[src/rtl/fp_normalize_pipe_if.sv]
// Handshake/data bundle around the post-add normaliser.
// master = upstream producer plus downstream consumer; slave = the normaliser itself.
interface fp_normalize_pipe_if #(
  parameter int EXP_W = 8,
  parameter int MAN_W = 24
);
  // valid/ready contract, both sides: a beat transfers on the clock edge where
  // valid && ready. While valid is high and ready is low, the sender holds
  // valid and its data stable. Ready may depend combinationally on the
  // downstream ready; valid never depends on ready.
  logic             in_valid;
  logic             in_ready;
  logic [MAN_W:0]   in_mant;
  logic [EXP_W-1:0] in_exp;

  logic             out_valid;
  logic             out_ready;
  logic [MAN_W-1:0] out_mant;
  logic [EXP_W-1:0] out_exp;
  logic             out_sticky;
  logic             out_ovf;
  logic             out_unf;
  logic             out_zero;

  modport master (
    output in_valid, in_mant, in_exp, out_ready,
    input  in_ready, out_valid, out_mant, out_exp,
           out_sticky, out_ovf, out_unf, out_zero
  );

  modport slave (
    input  in_valid, in_mant, in_exp, out_ready,
    output in_ready, out_valid, out_mant, out_exp,
           out_sticky, out_ovf, out_unf, out_zero
  );
endinterface

[src/rtl/fp_normalize_pipe.sv]
// Two-stage post-add normaliser: S1 classifies and counts leading zeros,
// S2 shifts the mantissa, adjusts the exponent and raises the exception flags.
module fp_normalize_pipe #(
  parameter int EXP_W = 8,
  parameter int MAN_W = 24
) (
  input  logic                clk,
  input  logic                rst,
  fp_normalize_pipe_if.slave  bus
);

  localparam int LZ_W = (MAN_W > 1) ? $clog2(MAN_W) : 1;
  localparam logic [EXP_W-1:0] EXP_MAX     = '1;
  localparam logic [EXP_W:0]   EXP_MAX_EXT = {1'b0, EXP_MAX};
  localparam logic [EXP_W:0]   OVF_LIM     = EXP_MAX_EXT - (EXP_W+1)'(1);

  typedef enum logic [1:0] {
    CLS_NORM    = 2'd0,
    CLS_ZERO    = 2'd1,
    CLS_CARRY   = 2'd2,
    CLS_INF_NAN = 2'd3
  } cls_e;

  // Leading zeros of the fraction field; an all-zero field reports MAN_W-1,
  // which only matters for classes that never use the count.
  function automatic logic [LZ_W-1:0] lead_zeros(input logic [MAN_W-1:0] m);
    logic [LZ_W-1:0] n;
    n = LZ_W'(MAN_W - 1);
    for (int i = 0; i < MAN_W; i++) begin
      if (m[i]) n = LZ_W'(MAN_W - 1 - i);
    end
    return n;
  endfunction

  // Stage 1 registers
  logic             s1_valid;
  logic [MAN_W:0]   s1_mant;
  logic [EXP_W-1:0] s1_exp;
  cls_e             s1_cls;
  logic [LZ_W-1:0]  s1_lz;

  // Stage 2 registers (drive the outputs directly)
  logic             s2_valid;
  logic [MAN_W-1:0] s2_mant;
  logic [EXP_W-1:0] s2_exp;
  logic             s2_sticky;
  logic             s2_ovf;
  logic             s2_unf;
  logic             s2_zero;

  logic s1_load;
  logic s2_load;

  assign s2_load     = !s2_valid || bus.out_ready;
  assign s1_load     = !s1_valid || s2_load;
  assign bus.in_ready = s1_load;

  // S1 classification, priority top-down
  cls_e            cls_c;
  logic [LZ_W-1:0] lz_c;

  always_comb begin
    cls_c = CLS_NORM;
    lz_c  = lead_zeros(bus.in_mant[MAN_W-1:0]);
    if (bus.in_exp == EXP_MAX)
      cls_c = CLS_INF_NAN;
    else if (bus.in_mant[MAN_W])
      cls_c = CLS_CARRY;
    else if (bus.in_mant == '0)
      cls_c = CLS_ZERO;
    else
      cls_c = CLS_NORM;
  end

  // S2 result; exponent arithmetic is one bit wider so nothing wraps
  logic [MAN_W-1:0] nx_mant;
  logic [EXP_W-1:0] nx_exp;
  logic             nx_sticky;
  logic             nx_ovf;
  logic             nx_unf;
  logic             nx_zero;
  logic [EXP_W:0]   exp_ext;
  logic [EXP_W:0]   lz_ext;
  logic [EXP_W:0]   exp_calc;
  logic [EXP_W:0]   shamt;

  always_comb begin
    nx_mant   = '0;
    nx_exp    = '0;
    nx_sticky = 1'b0;
    nx_ovf    = 1'b0;
    nx_unf    = 1'b0;
    nx_zero   = 1'b0;
    exp_ext   = {1'b0, s1_exp};
    lz_ext    = (EXP_W+1)'(s1_lz);
    exp_calc  = '0;
    shamt     = '0;
    case (s1_cls)
      CLS_INF_NAN: begin
        nx_exp  = EXP_MAX;
        nx_mant = s1_mant[MAN_W-1:0];
      end
      CLS_CARRY: begin
        if (exp_ext >= OVF_LIM) begin
          nx_exp = EXP_MAX;
          nx_ovf = 1'b1;
        end else begin
          exp_calc  = exp_ext + (EXP_W+1)'(1);
          nx_exp    = exp_calc[EXP_W-1:0];
          nx_mant   = s1_mant[MAN_W:1];
          nx_sticky = s1_mant[0];
        end
      end
      CLS_ZERO: begin
        nx_zero = 1'b1;
      end
      default: begin
        if (exp_ext > lz_ext) begin
          exp_calc = exp_ext - lz_ext;
          nx_exp   = exp_calc[EXP_W-1:0];
          nx_mant  = s1_mant[MAN_W-1:0] << s1_lz;
        end else begin
          // Subnormal: scale stops at exponent 1, stored exponent is 0
          nx_unf  = 1'b1;
          shamt   = (s1_exp == '0) ? '0 : exp_ext - (EXP_W+1)'(1);
          nx_mant = s1_mant[MAN_W-1:0] << shamt;
        end
      end
    endcase
  end

  always_ff @(posedge clk) begin
    if (rst) begin
      s1_valid  <= 1'b0;
      s1_mant   <= '0;
      s1_exp    <= '0;
      s1_cls    <= CLS_NORM;
      s1_lz     <= '0;
      s2_valid  <= 1'b0;
      s2_mant   <= '0;
      s2_exp    <= '0;
      s2_sticky <= 1'b0;
      s2_ovf    <= 1'b0;
      s2_unf    <= 1'b0;
      s2_zero   <= 1'b0;
    end else begin
      if (s1_load) begin
        s1_valid <= bus.in_valid;
        if (bus.in_valid) begin
          s1_mant <= bus.in_mant;
          s1_exp  <= bus.in_exp;
          s1_cls  <= cls_c;
          s1_lz   <= lz_c;
        end
      end
      if (s2_load) begin
        s2_valid <= s1_valid;
        if (s1_valid) begin
          s2_mant   <= nx_mant;
          s2_exp    <= nx_exp;
          s2_sticky <= nx_sticky;
          s2_ovf    <= nx_ovf;
          s2_unf    <= nx_unf;
          s2_zero   <= nx_zero;
        end
      end
    end
  end

  assign bus.out_valid  = s2_valid;
  assign bus.out_mant   = s2_mant;
  assign bus.out_exp    = s2_exp;
  assign bus.out_sticky = s2_sticky;
  assign bus.out_ovf    = s2_ovf;
  assign bus.out_unf    = s2_unf;
  assign bus.out_zero   = s2_zero;

endmodule
[src/flat_wrapper.sv]
// flat-port wrapper written by rule: the top's interface ports become plain ports
module fp_normalize_pipe_flat 
#(
  parameter int EXP_W = 8,
  parameter int MAN_W = 24
)
  (clk, rst, bus_in_valid, bus_in_mant, bus_in_exp, bus_out_ready, bus_in_ready, bus_out_valid, bus_out_mant, bus_out_exp, bus_out_sticky, bus_out_ovf, bus_out_unf, bus_out_zero);
  fp_normalize_pipe_if #(.EXP_W(EXP_W), .MAN_W(MAN_W)) bus_i ();
  input  logic clk;
  input  logic rst;
  input wire logic [$bits(bus_i.in_valid)-1:0] bus_in_valid;
  input wire logic [$bits(bus_i.in_mant)-1:0] bus_in_mant;
  input wire logic [$bits(bus_i.in_exp)-1:0] bus_in_exp;
  input wire logic [$bits(bus_i.out_ready)-1:0] bus_out_ready;
  output wire logic [$bits(bus_i.in_ready)-1:0] bus_in_ready;
  output wire logic [$bits(bus_i.out_valid)-1:0] bus_out_valid;
  output wire logic [$bits(bus_i.out_mant)-1:0] bus_out_mant;
  output wire logic [$bits(bus_i.out_exp)-1:0] bus_out_exp;
  output wire logic [$bits(bus_i.out_sticky)-1:0] bus_out_sticky;
  output wire logic [$bits(bus_i.out_ovf)-1:0] bus_out_ovf;
  output wire logic [$bits(bus_i.out_unf)-1:0] bus_out_unf;
  output wire logic [$bits(bus_i.out_zero)-1:0] bus_out_zero;
  assign bus_i.in_valid = bus_in_valid;
  assign bus_i.in_mant = bus_in_mant;
  assign bus_i.in_exp = bus_in_exp;
  assign bus_i.out_ready = bus_out_ready;
  assign bus_in_ready = bus_i.in_ready;
  assign bus_out_valid = bus_i.out_valid;
  assign bus_out_mant = bus_i.out_mant;
  assign bus_out_exp = bus_i.out_exp;
  assign bus_out_sticky = bus_i.out_sticky;
  assign bus_out_ovf = bus_i.out_ovf;
  assign bus_out_unf = bus_i.out_unf;
  assign bus_out_zero = bus_i.out_zero;
  fp_normalize_pipe #(.EXP_W(EXP_W), .MAN_W(MAN_W)) u_core (.clk(clk), .rst(rst), .bus(bus_i));
endmodule
[config.mk]
export PLATFORM = sky130hd
export DESIGN_NAME = fp_normalize_pipe_flat
export DESIGN_NICKNAME = d
export VERILOG_FILES = /design/src/rtl/fp_normalize_pipe_if.sv /design/src/rtl/fp_normalize_pipe.sv /design/src/flat_wrapper.sv
export SDC_FILE = /design/constraint.sdc
export NUM_CORES = 1
export LEC_CHECK = 0
export BUFFER_PORTS_ARGS = -buffer_cell sky130_fd_sc_hd__clkbuf_2
export CORE_MARGIN = 5
export CORE_UTILIZATION = 40
export CTS_CLUSTER_DIAMETER = 40
export DETAILED_ROUTE_END_ITERATION = 16
export PLACE_DENSITY = 0.57
export SETUP_SLACK_MARGIN = 0.15
export SLEW_MARGIN = 0
export SYNTH_ARGS = -nofsm -noshare
export SYNTH_HDL_FRONTEND = slang
export SYNTH_SLANG_ARGS = --single-unit
[constraint.sdc]
create_clock -name clk -period 4.9 [get_ports clk]
set_clock_uncertainty 0.05 [all_clocks]
set_input_delay 0.735 -clock clk [delete_from_list [all_inputs] [get_ports clk]]
set_output_delay 0.735 -clock clk [all_outputs]
set_load 0.02 [all_outputs]
## Word-level counts from Yosys, hierarchy flattened

Cells that the tools add are included.

| operators by class | value |
|---|---|
| $add $sub $neg | 3 |
| multiply operators | 0 |
| divide/modulo/power cells | 0 |
| $lt $le $gt $ge | 2 |
| equality and inequality tests | 4 |
| shift operators | 2 |
| multiplexer cells | 40 |
| bitwise operators | 0 |
| reduce and logical (&&, ||, !) cells | 9 |

Operators by type and width:

| operator | count |
|---|---|
| $mux W5 | 16 |
| $pmux W24 S3 | 1 |
| $mux W24 | 2 |
| $logic_not A25 Y1 | 1 |
| $pmux W8 S3 | 1 |
| $shl A24 B5 Y24 | 1 |
| $shl A24 B9 Y24 | 1 |
| $mux W8 | 2 |
| $mux W3 | 4 |
| $mux W1 | 9 |
| $mux W9 | 1 |
| $sub A8 B1 Y9 const B | 1 |
| $add A8 B1 Y8 const B | 1 |
| $eq A8 B8 Y1 const B | 1 |
| $ge A8 B8 Y1 const B | 1 |
| $gt A8 B5 Y1 | 1 |
| $logic_not A8 Y1 | 1 |
| $mux W2 | 4 |
| $sub A8 B5 Y8 | 1 |
| $eq A2 B2 Y1 const B | 2 |
| $reduce_and A2 Y1 | 2 |
| $reduce_or A3 Y1 | 1 |
| $eq A2 B1 Y1 const B | 1 |
| $logic_not A1 Y1 | 2 |
| $logic_or A1 B1 Y1 | 2 |

| storage, ports and cells | value |
|---|---|
| register bits after elaboration | 78 |
| bits in latches | 0 |
| memory bits (writable) | 0 |
| ROM bits | 0 |
| input bits | 37 |
| output and inout bits | 38 |
| logic and storage cells | 72 |
| memories | 0 |

## Depth between registers and ports, before layout

Gate-level depths: netlist (run 1).

| depth | value |
|---|---|
| depth after elaboration | 23 |
| depth in mapped cells | 16 |
| depth with buffers taken out | 13 |

## Worst setup path before layout (run 1)

Ideal clock, no wire load.

| timing path | value |
|---|---|
| path type | flip-flop to flip-flop |
| start point | reg u_core.s1_exp[0] |
| end point | reg u_core.s2_mant[13] (netlist: u_core.bus.out_mant[13]) |
| arrival time | 3.451 ns |
| slack | 1.329 ns |
| stages on the path, launching flop included | 16 |
| path buffers | 4 |
| period minus slack after synthesis | 3.571 ns |
| cell sequence | dfxtp_1 > clkbuf_1 > inv_1 > ha_1 > inv_1 > fa_1 > a211o_1 > a211o_1 > nand2_1 > buf_4 > mux2i_1 > clkbuf_1 > clkbuf_1 > o211ai_1 > a21o_1 > a21oi_1 |

| on the way | value |
|---|---|
| cells in the longest elaborated chain, start to end | 5 |

Ends and longest elaborated chain:

| element | line | source |
|---|---|---|
| start, declared | fp_normalize_pipe.sv:38 | `logic [EXP_W-1:0] s1_exp;` |
| start signal, assigned | fp_normalize_pipe.sv:151 | `s1_exp <= bus.in_exp;` |
| $sub A8 B1 Y9 or $logic_not A8 Y1 (tied branches) | fp_normalize_pipe.sv:125 | `shamt = (s1_exp == '0) ? '0 : exp_ext - (EXP_W+1)'(1);` |
| $mux W9 | fp_normalize_pipe.sv:125 |  |
| $shl A24 B9 Y24 | fp_normalize_pipe.sv:126 | `nx_mant = s1_mant[MAN_W-1:0] << shamt;` |
| $mux W24 | fp_normalize_pipe.sv:118 | `if (exp_ext > lz_ext) begin` |
| $pmux W24 S3 (*) | fp_normalize_pipe.sv:98 | `case (s1_cls)` |
| end signal, assigned | fp_normalize_pipe.sv:159 | `s2_mant <= nx_mant;` |
| end, declared | fp_normalize_pipe.sv:44 | `logic [MAN_W-1:0] s2_mant;` |

Every way passes the cells marked *; elsewhere a longest branch is shown, timed or not.
A chain may end at the register's enable or synchronous reset.

## Worst setup path in the final report (run 1)

| timing path | value |
|---|---|
| start point | reg u_core.s1_lz[0] |
| end point | reg u_core.s2_mant[16] (netlist: u_core.bus.out_mant[16]) |

| on the way | value |
|---|---|
| cells in the longest elaborated chain, start to end | 3 |

Ends and longest elaborated chain:

| element | line | source |
|---|---|---|
| start, declared | fp_normalize_pipe.sv:40 | `logic [LZ_W-1:0] s1_lz;` |
| start signal, assigned | fp_normalize_pipe.sv:153 | `s1_lz <= lz_c;` |
| $gt A8 B5 Y1 or $shl A24 B5 Y24 (tied branches) | fp_normalize_pipe.sv:118, fp_normalize_pipe.sv:121 |  |
| $mux W24 (*) | fp_normalize_pipe.sv:118 |  |
| $pmux W24 S3 (*) | fp_normalize_pipe.sv:98 |  |

Marked as above.

==> results of run 1 <==
==> layout make-up <==
class / instances / area [µm²]
tap: 176 / 220.2
multi-input combinational: 579 / 3548
clock inverter: 5 / 58.81
sequential: 78 / 1562
clock buffer: 11 / 242.7
inverter: 15 / 56.30
fill: 1405 / 7064
timing repair buffer: 90 / 490.5
==> metrics by stage <==
step | util | area [µm²] | std cells
after floorplan | - | 5420 | 729
after global placement | 0.4438 | 5877 | 938
after detailed placement | 0.4438 | 5877 | 938
after CTS | 0.4666 | 6178 | 954
after global routing | 0.4666 | 6178 | 954
final | 0.4666 | 6178 | 954
==> kinds of logic (layout without fill, tap and decap cells) <==
group | count (synthesis) | in the layout | synth area share
compound gates | 272 | 272 | 0.3393
xor+xnor | 13 | 13 | 0.02101
flops | 78 | 78 | 0.2881
simple gates | 261 | 261 | 0.2251
mux | 23 | 23 | 0.04432
fa+ha+maj | 10 | 10 | 0.02447
buf+inv | 72 | 121 | 0.05771
==> metal layers <==
metal | track usage | vias to the layer above | wire (µm)
met2 | 0.3446 | 254 | 8186
li1 | - | 2810 | -
met5 | 0 | - | 0
met3 | 0.03741 | 37 | 1352
met4 | 0.07192 | 0 | 395
met1 | 0.3432 | 2766 | 8912
==> sequential cells by signal, indices dropped and copies added, names as in the netlist <==
name	flops
u_core.bus.out_exp	8
u_core.bus.out_ovf	1
u_core.bus.out_unf	1
u_core.bus.out_valid	1
u_core.s1_cls	2
u_core.s1_exp	8
u_core.bus.out_mant	24
u_core.bus.out_sticky	1
u_core.s1_lz	5
u_core.bus.out_zero	1
u_core.s1_mant	25
u_core.s1_valid	1
==> critical path: stages, from the launching register on <==
cell and delay, ps:
dfxtp_1 650, ha_1 260, inv_1 60, fa_1 480, a211o_1 300, a211o_1 480
nand2_1 440, mux2_2 550, nor3_1 460, a221o_1 270, o221ai_1 110, a21oi_1 140
==> final timing paths <==
path / start / to / cells after the start
max: u_core.s1_lz[0] / u_core.bus.out_mant[16] / 11
min: u_core.bus.out_sticky / u_core.bus.out_sticky / 2
max reg2reg: u_core.s1_lz[0] / u_core.bus.out_mant[16] / 11
min reg2reg: u_core.bus.out_sticky / u_core.bus.out_sticky / 2
==> power by group <==
| part | internal, mW | total [mW] | leakage, nW | switching, mW |
|---|---|---|---|---|
| logic | 0.227 | 0.643 | 1.64 | 0.416 |
| clock network | 0.409 | 0.687 | 0.142 | 0.279 |
| registers | 0.675 | 0.728 | 0.641 | 0.0533 |
| total | 1.31 | 2.06 | 2.42 | 0.748 |
==> placed cells by master, fill, tap and decap left out, types with 10 or more instances in the layout <==
cell type / Yosys / final
a21oi_1: 82 / 82
a221o_1: 11 / 11
a221oi_1: 16 / 16
and2_1: 14 / 14
buf_4: 1 / 16
clkbuf_2: 0 / 74
dfxtp_1: 78 / 78
inv_1: 15 / 15
mux2i_1: 18 / 18
nand2_1: 112 / 112
nand3_1: 28 / 28
nor2_1: 49 / 49
nor2b_1: 12 / 11
nor3_1: 11 / 11
o2111ai_1: 15 / 15
o211ai_1: 23 / 23
o21ai_0: 51 / 51
xnor2_1: 10 / 10
==> flow_metrics.env, run 1 <==
export IMPL_cts_made_buffers=9
export IMPL_nets=820
export IMPL_pre_cts_ws_ps=611.3
export IMPL_finalSetupViolCount=0
export IMPL_grt_max_degree=58
export IMPL_crit_type="reg -> reg"
export IMPL_die_area_mm2=0.01598
export IMPL_p_leak_nw=2.420
export IMPL_power_density_mw_per_mm2=333.1
export IMPL_clk_latency_ps=350
export IMPL_postCtsSetupBuffers=0
export IMPL_cp_start_kind="register"
export IMPL_total_power_mw=2.058
export IMPL_dp_hpwl_um=13880
export IMPL_final_antenna_net_count=0
export IMPL_area_growth_pct=13.99
export IMPL_worst_slack_ps=564.2
export IMPL_drc_errors=0
export IMPL_via_count=5867
export IMPL_cts_root_buf="clkbuf_16"
export IMPL_cts_max_path_buffers=2
export IMPL_tightest_slew_ps=909.2
export IMPL_yosys_area_top_type="dfxtp_1"
export IMPL_maxClockFrequency_ghz=0.2306
export IMPL_ys_top_cells_by_count="nand2_1 (112), a21oi_1 (82), dfxtp_1 (78), o21ai_0 (51), nor2_1 (49)"
export IMPL_initial_core_util=0.4093
export IMPL_first_pass_iters=5
export IMPL_hold_class="reg -> reg"
export IMPL_post_drt_wl_per_cell_um=19.75
export IMPL_port_buffers=74
export IMPL_grt_use_total=0.2321
export IMPL_holdWs_ps=404.6
export IMPL_synth_cells=729
export IMPL_cp_required_ps=5130
export IMPL_yosysWarnings=0
export IMPL_row_count=42
export IMPL_synth_seq_cells=78
export IMPL_fp_dieH_um=126.4
export IMPL_fin_crit_ps=4336
export IMPL_hold_viol_final=0
export IMPL_cts_sinks=78
export IMPL_maxCapViolCount=0
export IMPL_antenna_cells=0
export IMPL_synth_distinct_cells=74
export IMPL_ys_async_sr_fraction=0
export IMPL_crit_fanout=18
export IMPL_r2r_slack_ps=560
export IMPL_mappedNetlistArea_mm2=0.005420
export IMPL_synth_top_area_share=0.2881
export IMPL_grt_ovfl_total=0
export IMPL_cts_tree="built"
export IMPL_cts_hold_buf=0
export IMPL_irDropWorstVdd_mv=0.1700
export IMPL_yosysSeqAreaShare=0.2881
export IMPL_synthTopCellsByArea="dfxtp_1 (29%), nand2_1 (7.8%), a21oi_1 (7.6%)"
export IMPL_io_pin_count=75
export IMPL_yosysMostFrequentCell="nand2_1"
export IMPL_syn_area_per_cell_um2=7.435
export IMPL_grt_setup_unrepaired="false"
export IMPL_drt_iter0_drc=584
export IMPL_wirelength_um=18850
export IMPL_grt_pass1_wl_um=29960
export IMPL_drive_above_1_share=0.1620
export IMPL_clk_pin_slew_ps=60
export IMPL_status="finished, final reports clean"
export IMPL_core_mm2=0.01324
export IMPL_slew_violations=0
export IMPL_synth_edff_count=0
export IMPL_gp_congestion=0.9442
export IMPL_grt_pass1_vias=5339
export IMPL_htree_levels=3
export IMPL_antenna_found_initial=0
export IMPL_tns_ps=0
export IMPL_synth_ff_type="dfxtp_1"
export IMPL_die_x_um=126.4
export IMPL_post_route_period_util=0.8849
export IMPL_cts_resized=0
export IMPL_crit_arrival_ps=4560
export IMPL_slew_headroom=0.3911
export IMPL_syn_nets=776
export IMPL_end_kind="register"
export IMPL_vias_per_cell=6.150
(Power assumes the default switching activity.)
==> inputs of run 2 (changes only) <==
- CORE_MARGIN: 5 -> 2
- REMOVE_ABC_BUFFERS: default -> 1
==> run 2 against run 1 <==
- power up 2.6%
- core utilization up 0.22 points
- via count down 1.2%
- clock-buffer cell count down 1
- die area down 9.3%
- clock power up 7.9%
- first-iteration DRC count down 4.6%
- register-to-register slack worse by 20 ps
- sequential power down 0.5%
- critical path type unchanged
- combinational power about the same
==> flow_metrics.env, run 2 (synthesized netlist as in run 1, its figures left out) <==
export IMPL_dp_hpwl_um=13850
export IMPL_hold_class="reg -> reg"
export IMPL_maxClockFrequency_ghz=0.2295
export IMPL_die_x_um=120.4
export IMPL_hold_viol_final=0
export IMPL_nets=821
export IMPL_post_route_period_util=0.8893
export IMPL_slew_violations=0
export IMPL_cts_root_buf="clkbuf_16"
export IMPL_crit_arrival_ps=4540
export IMPL_postCtsSetupBuffers=0
export IMPL_initial_core_util=0.4093
export IMPL_crit_fanout=18
export IMPL_die_area_mm2=0.01450
export IMPL_cts_tree="built"
export IMPL_htree_levels=3
export IMPL_cp_required_ps=5080
export IMPL_dp_cells=939
export IMPL_drc_errors=0
export IMPL_area_growth_pct=14.52
export IMPL_first_pass_iters=5
export IMPL_drt_iter0_drc=557
export IMPL_grt_pass1_wl_um=29080
export IMPL_grt_use_total=0.2554
export IMPL_multi_input_area_mm2=0.003548
export IMPL_irDropWorstVdd_mv=0.1526
export IMPL_vias_per_cell=6.073
export IMPL_wirelength_um=18320
export IMPL_post_drt_wl_per_cell_um=19.20
export IMPL_port_buffers=74
export IMPL_layout_commonest_cell="nand2_1"
export IMPL_maxCapViolCount=0
export IMPL_antenna_cells=0
export IMPL_final_cells=954
export IMPL_power_density_mw_per_mm2=340.1
export IMPL_status="finished, final reports clean"
export IMPL_antenna_found_initial=0
export IMPL_slew_headroom=0.4506
export IMPL_cp_start_kind="register"
export IMPL_largest_reg_flops=25
export IMPL_cts_sinks=78
export IMPL_grt_max_degree=39
export IMPL_layout_common_cells="nand2_1 (112), a21oi_1 (82), dfxtp_1 (78)"
export IMPL_final_antenna_net_count=0
export IMPL_cts_max_path_buffers=2
export IMPL_via_count=5794
export IMPL_io_pin_count=75
export IMPL_cts_resized=0
export IMPL_crit_type="reg -> reg"
export IMPL_cts_hold_buf=0
export IMPL_fp_dieH_um=120.4
export IMPL_p_leak_nw=2.434
export IMPL_clk_latency_ps=350
export IMPL_finalSetupViolCount=0
export IMPL_end_kind="register"
export IMPL_grt_pass1_vias=5263
export IMPL_total_power_mw=2.111
export IMPL_cts_made_buffers=9
export IMPL_fillerInstances=1391
export IMPL_grt_setup_unrepaired="false"
export IMPL_tns_ps=0
export IMPL_register_area_mm2=0.001562
export IMPL_core_mm2=0.01324
export IMPL_top_register="u_core.s1_mant"
export IMPL_fin_crit_ps=4358
export IMPL_grt_ovfl_total=0
export IMPL_gp_congestion=0.9027
export IMPL_drive_above_1_share=0.1632
export IMPL_row_count=42
export IMPL_tightest_slew_ps=822.1
export IMPL_clk_pin_slew_ps=70
-- run 2: metal layers --
layer,routed length [µm],global-route usage,up-vias,share of wire
met5,0,0,-,0
met1,8942,0.3711,2728,0.49
met2,8046,0.3845,235,0.44
met4,333,0.09157,0,0.018
met3,993,0.03491,29,0.054
li1,-,-,2802,-
-- run 2: power by group --
part / total (mW) / internal (mW) / switching (mW)
sequential: 0.724 / 0.674 / 0.0492
clock: 0.741 / 0.458 / 0.283
combinational: 0.646 / 0.228 / 0.419
-- run 2: layout make-up --
| type | instances | area share |
|---|---|---|
| clock buffers | 10 | 0.03850 |
| clock inverters | 5 | 0.01351 |
| inverters | 15 | 0.009071 |
| multi-input cells | 579 | 0.5717 |
| flip-flops and latches | 78 | 0.2516 |
| well taps | 176 | 0.03548 |
| repair buffers | 91 | 0.08023 |
-- run 2: worst paths after layout --
| path | from | to | slack, ps | cells after the start |
|---|---|---|---|---|
| setup / recovery | u_core.s1_lz[0] | u_core.bus.out_mant[18] | 540 | 12 |
| hold / removal | u_core.bus.out_sticky | u_core.bus.out_sticky | 400 | 2 |
| setup reg to reg | u_core.s1_lz[0] | u_core.bus.out_mant[18] | 540 | 12 |
| hold reg to reg | u_core.bus.out_sticky | u_core.bus.out_sticky | 400 | 2 |
-- run 2: worst max-delay path: stages, from the launching register on --
cell and delay (ps):
dfxtp_1 640, ha_1 260, inv_1 60, fa_1 480, a211o_1 300, a211o_1 480
and3_4 310, nor2_8 280, mux2_2 400, a22oi_1 370, mux2i_1 160, a211oi_1 350
nor3_1 90
-- run 2: through the flow --
step | worst slack, ps | hold slack [ps] | instance area, µm² | utilization
floorplan | 663.9 | 380.2 | 5164 | -
global placement | 650.4 | 390.1 | 5884 | 0.4444
detailed placement | 609.2 | 401.7 | 5884 | 0.4444
CTS | 600.5 | 409.6 | 6207 | 0.4687
global route | 286.4 | 442.9 | 6207 | 0.4687
finish | 542.2 | 403.2 | 6207 | 0.4687
